**config.mk**
```make
export PLATFORM = sky130hd
export DESIGN_NAME = booth_mfr_param
export DESIGN_NICKNAME = d
export VERILOG_FILES = /design/src/rtl/booth_pkg.sv /design/src/rtl/booth_iter_counter.sv /design/src/rtl/booth_mfr_param.sv
export SDC_FILE = /design/constraint.sdc
export NUM_CORES = 1
export LEC_CHECK = 0
export CELL_PAD_IN_SITES_DETAIL_PLACEMENT = 1
export CELL_PAD_IN_SITES_GLOBAL_PLACEMENT = 2
export CORE_MARGIN = 2
export CORE_UTILIZATION = 28
export CTS_CLUSTER_SIZE = 25
export DETAILED_ROUTE_END_ITERATION = 12
export MAX_ROUTING_LAYER = met4
export PLACE_DENSITY = 0.76
export SYNTH_ARGS = -nofsm -noshare
export SYNTH_HDL_FRONTEND = slang
export SYNTH_SLANG_ARGS = --single-unit
```
**constraint.sdc**
```tcl
create_clock -name clock -period 1.4 [get_ports clock]
set_input_delay 0.35 -clock clock [delete_from_list [all_inputs] [get_ports clock]]
set_output_delay 0.35 -clock clock [all_outputs]
set_load 0.01 [all_outputs]
```
**src/rtl/booth_pkg.sv**
```systemverilog
// Shared definitions for the Booth multiplier datapath and its controller:
// mode encodings and the iteration-counter width helper.
package booth_pkg;

  localparam logic [2:0] MODE_HOLD = 3'b000;
  localparam logic [2:0] MODE_LOAD = 3'b001;
  localparam logic [2:0] MODE_SR1  = 3'b010;
  localparam logic [2:0] MODE_ASR2 = 3'b011;
  localparam logic [2:0] MODE_SL1  = 3'b100;
  localparam logic [2:0] MODE_ROR1 = 3'b101;
  localparam logic [2:0] MODE_SR2  = 3'b110;
  localparam logic [2:0] MODE_CLR  = 3'b111;

  // Counter must hold the value ITER itself, hence ITER+1 states.
  function automatic int calc_cw(input int iter);
    return $clog2(iter + 1);
  endfunction

endpackage

```
**src/rtl/booth_iter_counter.sv**
```systemverilog
// Saturating iteration counter: clears to zero, counts up to ITER and holds;
// done flags the saturated value.
module booth_iter_counter
  import booth_pkg::*;
#(
  parameter int ITER = 4,
  parameter int CW   = calc_cw(ITER)
) (
  input  logic          clock,
  input  logic          _reset,
  input  logic          clear,
  input  logic          inc,
  output logic [CW-1:0] count,
  output logic          done
);

  localparam logic [CW-1:0] ITER_C = CW'(ITER);

  logic [CW-1:0] count_q;
  logic [CW-1:0] count_d;

  always_comb begin
    count_d = count_q;
    if (clear) begin
      count_d = '0;
    end else if (inc && (count_q != ITER_C)) begin
      count_d = count_q + 1'b1;
    end
  end

  always_ff @(posedge clock or negedge _reset) begin
    if (!_reset) begin
      count_q <= '0;
    end else begin
      count_q <= count_d;
    end
  end

  assign count = count_q;
  assign done  = (count_q == ITER_C);

endmodule

```
**src/rtl/booth_mfr_param.sv**
```systemverilog
// Multifunction register for the Booth datapath: load/clear, radix-2 and
// radix-4 shifts, rotate, a 2-bit shift-out and a built-in iteration counter.
module booth_mfr_param
  import booth_pkg::*;
#(
  parameter int WIDTH = 8,
  parameter int ITER  = 4,
  parameter int CW    = calc_cw(ITER)
) (
  input  logic             clock,
  input  logic             _reset,
  input  logic [2:0]       mode,
  input  logic [1:0]       shift_in,
  input  logic [WIDTH-1:0] d,
  output logic [WIDTH-1:0] q,
  output logic [1:0]       shift_out,
  output logic [CW-1:0]    count,
  output logic             done
);

  logic [WIDTH-1:0] q_q;
  logic [WIDTH-1:0] q_d;
  logic [1:0]       so_q;
  logic [1:0]       so_d;
  logic             cnt_clear;
  logic             cnt_inc;

  always_comb begin
    q_d       = q_q;
    so_d      = so_q;
    cnt_clear = 1'b0;
    cnt_inc   = 1'b0;
    unique case (mode)
      MODE_HOLD: ;
      MODE_LOAD: begin
        q_d       = d;
        cnt_clear = 1'b1;
      end
      MODE_SR1: begin
        q_d     = {shift_in[0], q_q[WIDTH-1:1]};
        so_d    = {1'b0, q_q[0]};
        cnt_inc = 1'b1;
      end
      MODE_ASR2: begin
        q_d     = {q_q[WIDTH-1], q_q[WIDTH-1], q_q[WIDTH-1:2]};
        so_d    = q_q[1:0];
        cnt_inc = 1'b1;
      end
      MODE_SL1: begin
        q_d     = {q_q[WIDTH-2:0], shift_in[0]};
        so_d    = {1'b0, q_q[WIDTH-1]};
        cnt_inc = 1'b1;
      end
      MODE_ROR1: begin
        q_d     = {q_q[0], q_q[WIDTH-1:1]};
        so_d    = {1'b0, q_q[0]};
        cnt_inc = 1'b1;
      end
      MODE_SR2: begin
        q_d     = {shift_in[1:0], q_q[WIDTH-1:2]};
        so_d    = q_q[1:0];
        cnt_inc = 1'b1;
      end
      MODE_CLR: begin
        q_d       = '0;
        so_d      = '0;
        cnt_clear = 1'b1;
      end
      default: ;
    endcase
  end

  always_ff @(posedge clock or negedge _reset) begin
    if (!_reset) begin
      q_q  <= '0;
      so_q <= '0;
    end else begin
      q_q  <= q_d;
      so_q <= so_d;
    end
  end

  booth_iter_counter #(
    .ITER (ITER),
    .CW   (CW)
  ) u_iter_counter (
    .clock  (clock),
    ._reset (_reset),
    .clear  (cnt_clear),
    .inc    (cnt_inc),
    .count  (count),
    .done   (done)
  );

  assign q         = q_q;
  assign shift_out = so_q;

endmodule

```
==> flow_summary.toml <==
[run_status]
status = "finished, violations left"
violations = "negative setup slack"

[setup_path]
crit_path_top_delay_cell = "dfrtp_1"
endpoint_kind = "output pin"
start_kind = "flop"
required_ps = 1050
cp.arrival_ps = 1100
r2r_cells = 5
path_max_fanout = 2
cpPeakStageDelay_ps = 380
critPathKind = "reg2out"
cp_cell_sequence = "inv_2 -> ha_4 -> and2_4 -> buf_6"

[timing]
slew_viol_final = 0
timing.final.crit_share_pct = 103.7
fmax_mhz = 689.0
rsz0062_at_grt = "yes"
relSlewSlack_pct = 79.71
skew_ps = 6.793
tightest_slew_ps = 300.2
tns_ps = -51.36
timing.final.ws_setup_ps = -51.36
finalSetupViolations = 1
finalCriticalPeriod_ps = 1451
finalHoldViolCount = 0

[flow_run]
maxCapViolCount = 0

[drt]
avgViaCountPerCell = 5.064
firstDrtPassIters = 4
drtAntennaViolNets = 0
drc = 0
drt_wl_total_um = 3591
drtIter0Drc = 49
wl_per_cell_um = 16.32
vias = 1114

[hold_path]
hp-class = "in2async"

[finish]
final_nets = 190
layout_commonest_cell = "buf_4"
final_core_util_pct = 46.61
area_growth_pct = 58.29
antenna_cells = 0
final_cells = 220
multi_input_area_um2 = 728.2
seq_area_um2 = 325.3
fillers = 441
final_cell_mix = "28 x buf_4, 14 x dlygate4sd2_1, 13 x dfrtp_1"
drive_gt1_share_pct = 37.21

[synth]
synth_top_family_by_area = "compound AO/OA/AOI/OAI gates"
syn-instance-count = 117
ys.flop_type = "dfrtp_1"
synth-compound-area-share_pct = 23.85
synthMuxAreaShare_pct = 16.01
synthSimpleGateAreaFrac_pct = 19.70
synth_area_per_cell_um2 = 9.282
synth_xor_area_share_pct = 0.8065
yosysSeqAreaShare_pct = 29.95
synth_edf_count = 0
yosys_warnings = 0
synth_cell_types = 42
synthesis.nets = 134
async_flop_share_pct = 100.0
netlist_area_um2 = 1086
synth_fa_ha_area_share_pct = 2.304
synth-seq-cells = 13

[grt]
first_global_vias = 1207
track_usage_pct = 18.45
grt_pass1_wl_um = 5975
grt_overflow_total = 0
grt_max_degree = 16
antenna_found_initial = 0

[floorplan]
io_pins = 29
rows = 22
initial_core_util_pct = 29.44
die_y_um = 66.28
core_um2 = 3689
die_w_um = 66.28
dieArea_um2 = 4393

[clock_tree]
ctsLongestPathBuffers = 2
clk_pin_slew_worst_paths_ps = 70
cts_max_level = 1
postCtsSetupRepairBufs = 0
holdBufCountCts = 0
cts_sinks = 13
tritoncts = "done"
cts_made_buffers = 3
cts_root_buf = "clkbuf_8"
clk_latency_ps = 260

[place]
dpl.cell_count = 214
io_buffers = 28
gp_congestion = 0.7508
dp_slack_ps = -492.7
dpl.hpwl_um = 2600

[pwr]
peakVddDrop_uv = 701.0
power.leakage_nw = 0.7920
p_per_area_nw_per_um2 = 1115
## synthesized netlist by cell type, types with 2 or more instances
cell | n | area, µm²
o221a_2 | 2 | 22.52
a211oi_1 | 2 | 15.01
o21ai_0 | 4 | 20.02
a221oi_1 | 2 | 17.52
and3_1 | 3 | 18.77
or2_2 | 3 | 18.77
nor2b_1 | 3 | 18.77
inv_1 | 4 | 15.01
o22ai_1 | 4 | 25.02
buf_2 | 4 | 20.02
mux2i_1 | 8 | 80.08
nor3b_1 | 2 | 15.01
dfrtp_1 | 13 | 325.3
nor2_1 | 4 | 15.01
ha_1 | 2 | 25.02
nand2_1 | 9 | 33.78
a21oi_1 | 7 | 35.03
buf_4 | 4 | 30.03
o211ai_1 | 2 | 15.01
nand2b_1 | 6 | 37.54
mux2_2 | 7 | 78.83
nand4b_1 | 2 | 17.52
## layer usage
| metal | wire length (µm) | GRT usage [%] |
|---|---|---|
| met1 | 1574 | 23.03 |
| met2 | 1890 | 31.75 |
| met3 | 73 | 1.022 |
| met4 | 53 | 6.122 |
| met5 | 0 | - |
## report_power, final
| part | internal [mW] | switching (mW) | total (mW) |
|---|---|---|---|
| registers | 0.462 | 0.0553 | 0.517 |
| logic | 0.551 | 0.482 | 1.03 |
| clock network | 0.198 | 0.169 | 0.367 |
## worst max-delay path: cells and delay by family (launching register included)
kind / cells / cell delay [ps]
adder cells (fa/ha/maj): 1 / 150
buffers and inverters: 2 / 160
flip-flops: 1 / 380
AND/OR/NAND/NOR: 1 / 150
## path summary, 6_finish.rpt
| path | slack [ps] | end | startpoint |
|---|---|---|---|
| min in group clock | 570 | shift_out[1] | shift_out[1] |
| max in group asynchronous | 820 | q[5] | _reset |
| max | -50 | done | u_iter_counter.count[1] |
| min reg2reg | 570 | shift_out[1] | shift_out[1] |
| min | 400 | q[0] | _reset |
| max reg2reg | 130 | u_iter_counter.count[2] | u_iter_counter.count[0] |
## area by class of cell
type,instances,share of cell area (%)
Clock buffer,3,2.402
Clock inverter,1,0.2911
Inverter,4,0.8734
Multi-Input combinational cell,90,42.36
Sequential cell,13,18.92
Tap cell,48,3.493
Timing Repair Buffer,61,31.66
## what timing repair did
action / in CTS / in global routing
pin swaps: 0 / 1
endpoints found under the setup margin: 27 / 7
gates cloned: 2 / 0
gates resized for setup: 28 / 10
## kinds of logic (layout without fill, tap and decap cells)
family	after synthesis	in the layout
xor gates and xnor gates	1	1
AOI/OAI and AO/OA	34	34
muxes	16	16
and+or+nand+nor	37	37
buffers and inverters	14	69
adders and majority gates	2	2
DFF	13	13
## registers in the layout (all words and copies together), names as in the netlist
register              flops
u_iter_counter.count      3
q                         8
shift_out                 2
## metrics by stage
| stage | instance area (µm²) | hold slack, ps | power [mW] |
|---|---|---|---|
| floorplan | 1086 | 54.41 | 0.9710 |
| global placement | 1607 | 556.6 | 1.460 |
| detailed placement | 1607 | 567.4 | 1.512 |
| CTS | 1689 | 410.9 | 1.859 |
| global route | 1719 | 412.5 | 2.064 |
| finish | 1719 | 400.8 | 1.917 |
Note: power is estimated with default switching activity, not from simulation.
==> RTL edit (same settings) <==
`ITER` is set to 4 in 2 places; all go to 5.
--- a/src/rtl/booth_iter_counter.sv
+++ b/src/rtl/booth_iter_counter.sv
@@ -5,3 +5,3 @@
 #(
-  parameter int ITER = 4,
+  parameter int ITER = 5,
   parameter int CW   = calc_cw(ITER)
--- a/src/rtl/booth_mfr_param.sv
+++ b/src/rtl/booth_mfr_param.sv
@@ -6,3 +6,3 @@
   parameter int WIDTH = 8,
-  parameter int ITER  = 4,
+  parameter int ITER  = 5,
   parameter int CW    = calc_cw(ITER)
Check against the original RTL: not equivalent (Yosys sat finds a counterexample within 10 cycles, from zero or initial values and one cycle with _reset low).
==> RTL edit against the unedited design <==
  * The run still ends with negative setup slack left
  * Largest power group unchanged
  * Cell area is 2.7% higher
  * Synthesized cell count is 4.3% higher
  * Largest cell class unchanged
  * Setup slack better by 0.011 ns
  * Area after synthesis is 3.5% higher
  * Sequential cell count stayed put
  * Die area is 3.2% higher
  * Routed wire length is 5.4% higher
  * Power is 5.2% lower
==> RTL edit: results (changes against the unedited design) <==
Yosys
  – Post-Syn Nets: 139 (+3.7%)
  – Seq/Total Area, Yosys: 28.95% (-1.0 points)
  – Post-Synthesis Cells: 122 (+4.3%)
  – Post-synth top cells: 13 x dfrtp_1, 10 x a21oi_1, 9 x nand2_1
  – Yosys cell types: 47 (+12%)

GRT
  – Vias in the first global route: 1,307 (+8.3%)
  – Largest net degree at the start of global routing: 14 (-2)
  – Grt met1 use: 22.93% (-0.10 points)
  – GR Util met3: 1.667% (+0.64 points)
  – GRT Total Usage: 18.69% (+0.24 points)
  – Met2 usage: 33.79% (+2.0 points)
  – Global-route wire length before repair: 6272 um (+5.0%)

STA
  – Least-Margin Pin Slew: 0.2742 ns (-0.02598 ns)
  – Hold slack final: 0.4225 ns (+0.02176 ns)
  – Worst setup margin: -0.04022 ns (+0.01114 ns)
  – Number of setup violations in the final report: 1 (unchanged)
  – Clock skew: 0.008459 ns (+0.001666 ns)

Detailed routing
  – WL met2: 1938 um (+2.5%)
  – Overall routed net length: 3784 um (+5.4%)
  – Vias per cell: 5.205 (+2.8%)
  – Met3 WL: 130 um (+78%)
  – Initial drt markers: 32 (-35%)
  – Wire length on met1: 1703 um (+8.2%)

Critical path
  – FF-to-FF End: u_iter_counter.count[1]$_DFFE_PN0P_
  – Cells on worst reg2reg path: 6 (+1)
  – R2R setup slack: 0.06 ns (-0.07 ns)

Placement
  – Routability Congestion: 0.8584 (+14%)
  – Port bufs: 28 (unchanged)
  – Dpl ws: -0.4501 ns (+0.04258 ns)
  – Detailed placement HPWL: 2778 um (+6.8%)
  – DP Cell Count: 222 (+3.7%)
  – Post-place instance area: 1650 um2 (+2.7%)

Final layout
  – Nets: 197 (+3.7%)
  – Proportion of layout cells with a drive suffix above 1: 32.96% (-4.2 points)

CTS
  – # resized after CTS: 29 (+3.6%)
  – Post-CTS Setup Bufs: 2 (+2)
  – Clock transition at path regs: 0.07 ns (about the same)

Power
  – Pwr Density: 1029 nW/um2 (-7.7%)
  – P_sw: 649.4 uW (-8.0%)
  – Clock Power Share: 19.9% (+0.8 points)
  – VDD IR-drop max: 600.2 uV (-14%)
  – Comb pwr share: 52.3% (-1.6 points)

Status
  – Violations in the final reports: negative setup slack
  – Outcome: finished, violations left

Worst hold path
  – Worst min-delay path class: primary input to async pin
RTL edit: cell types whose count changed after synthesis, moves of 2 or more:
cell     delta
mux2_1      +3
o21ai_1     +2
o21ai_0     -3
a21oi_1     +3
mux2_2      -5
a22o_1      +2
RTL edit: kinds of logic after synthesis:
logic type	count (synthesis)	synth area share (%)
compound gates	41	27.39
fa+ha+maj	2	2.227
buf+inv	15	8.128
flops	13	28.95
mux	14	13.47
simple gates	37	19.82
RTL edit: area by class of cell:
cell class / instances / area (um2)
clock buffer: 4 / 45.04
multi-input combinational: 94 / 739.5
sequential: 13 / 325.3
fill: 460 / 2177
tap: 50 / 62.56
timing repair buffer: 64 / 578.1
inverter: 4 / 15.01
RTL edit: critical path, stage by stage, from the launching register on:
cell     delay, ns
dfrtp_1       0.38
inv_1         0.06
ha_2          0.19
nand2_2       0.07
inv_2         0.06
buf_6         0.09
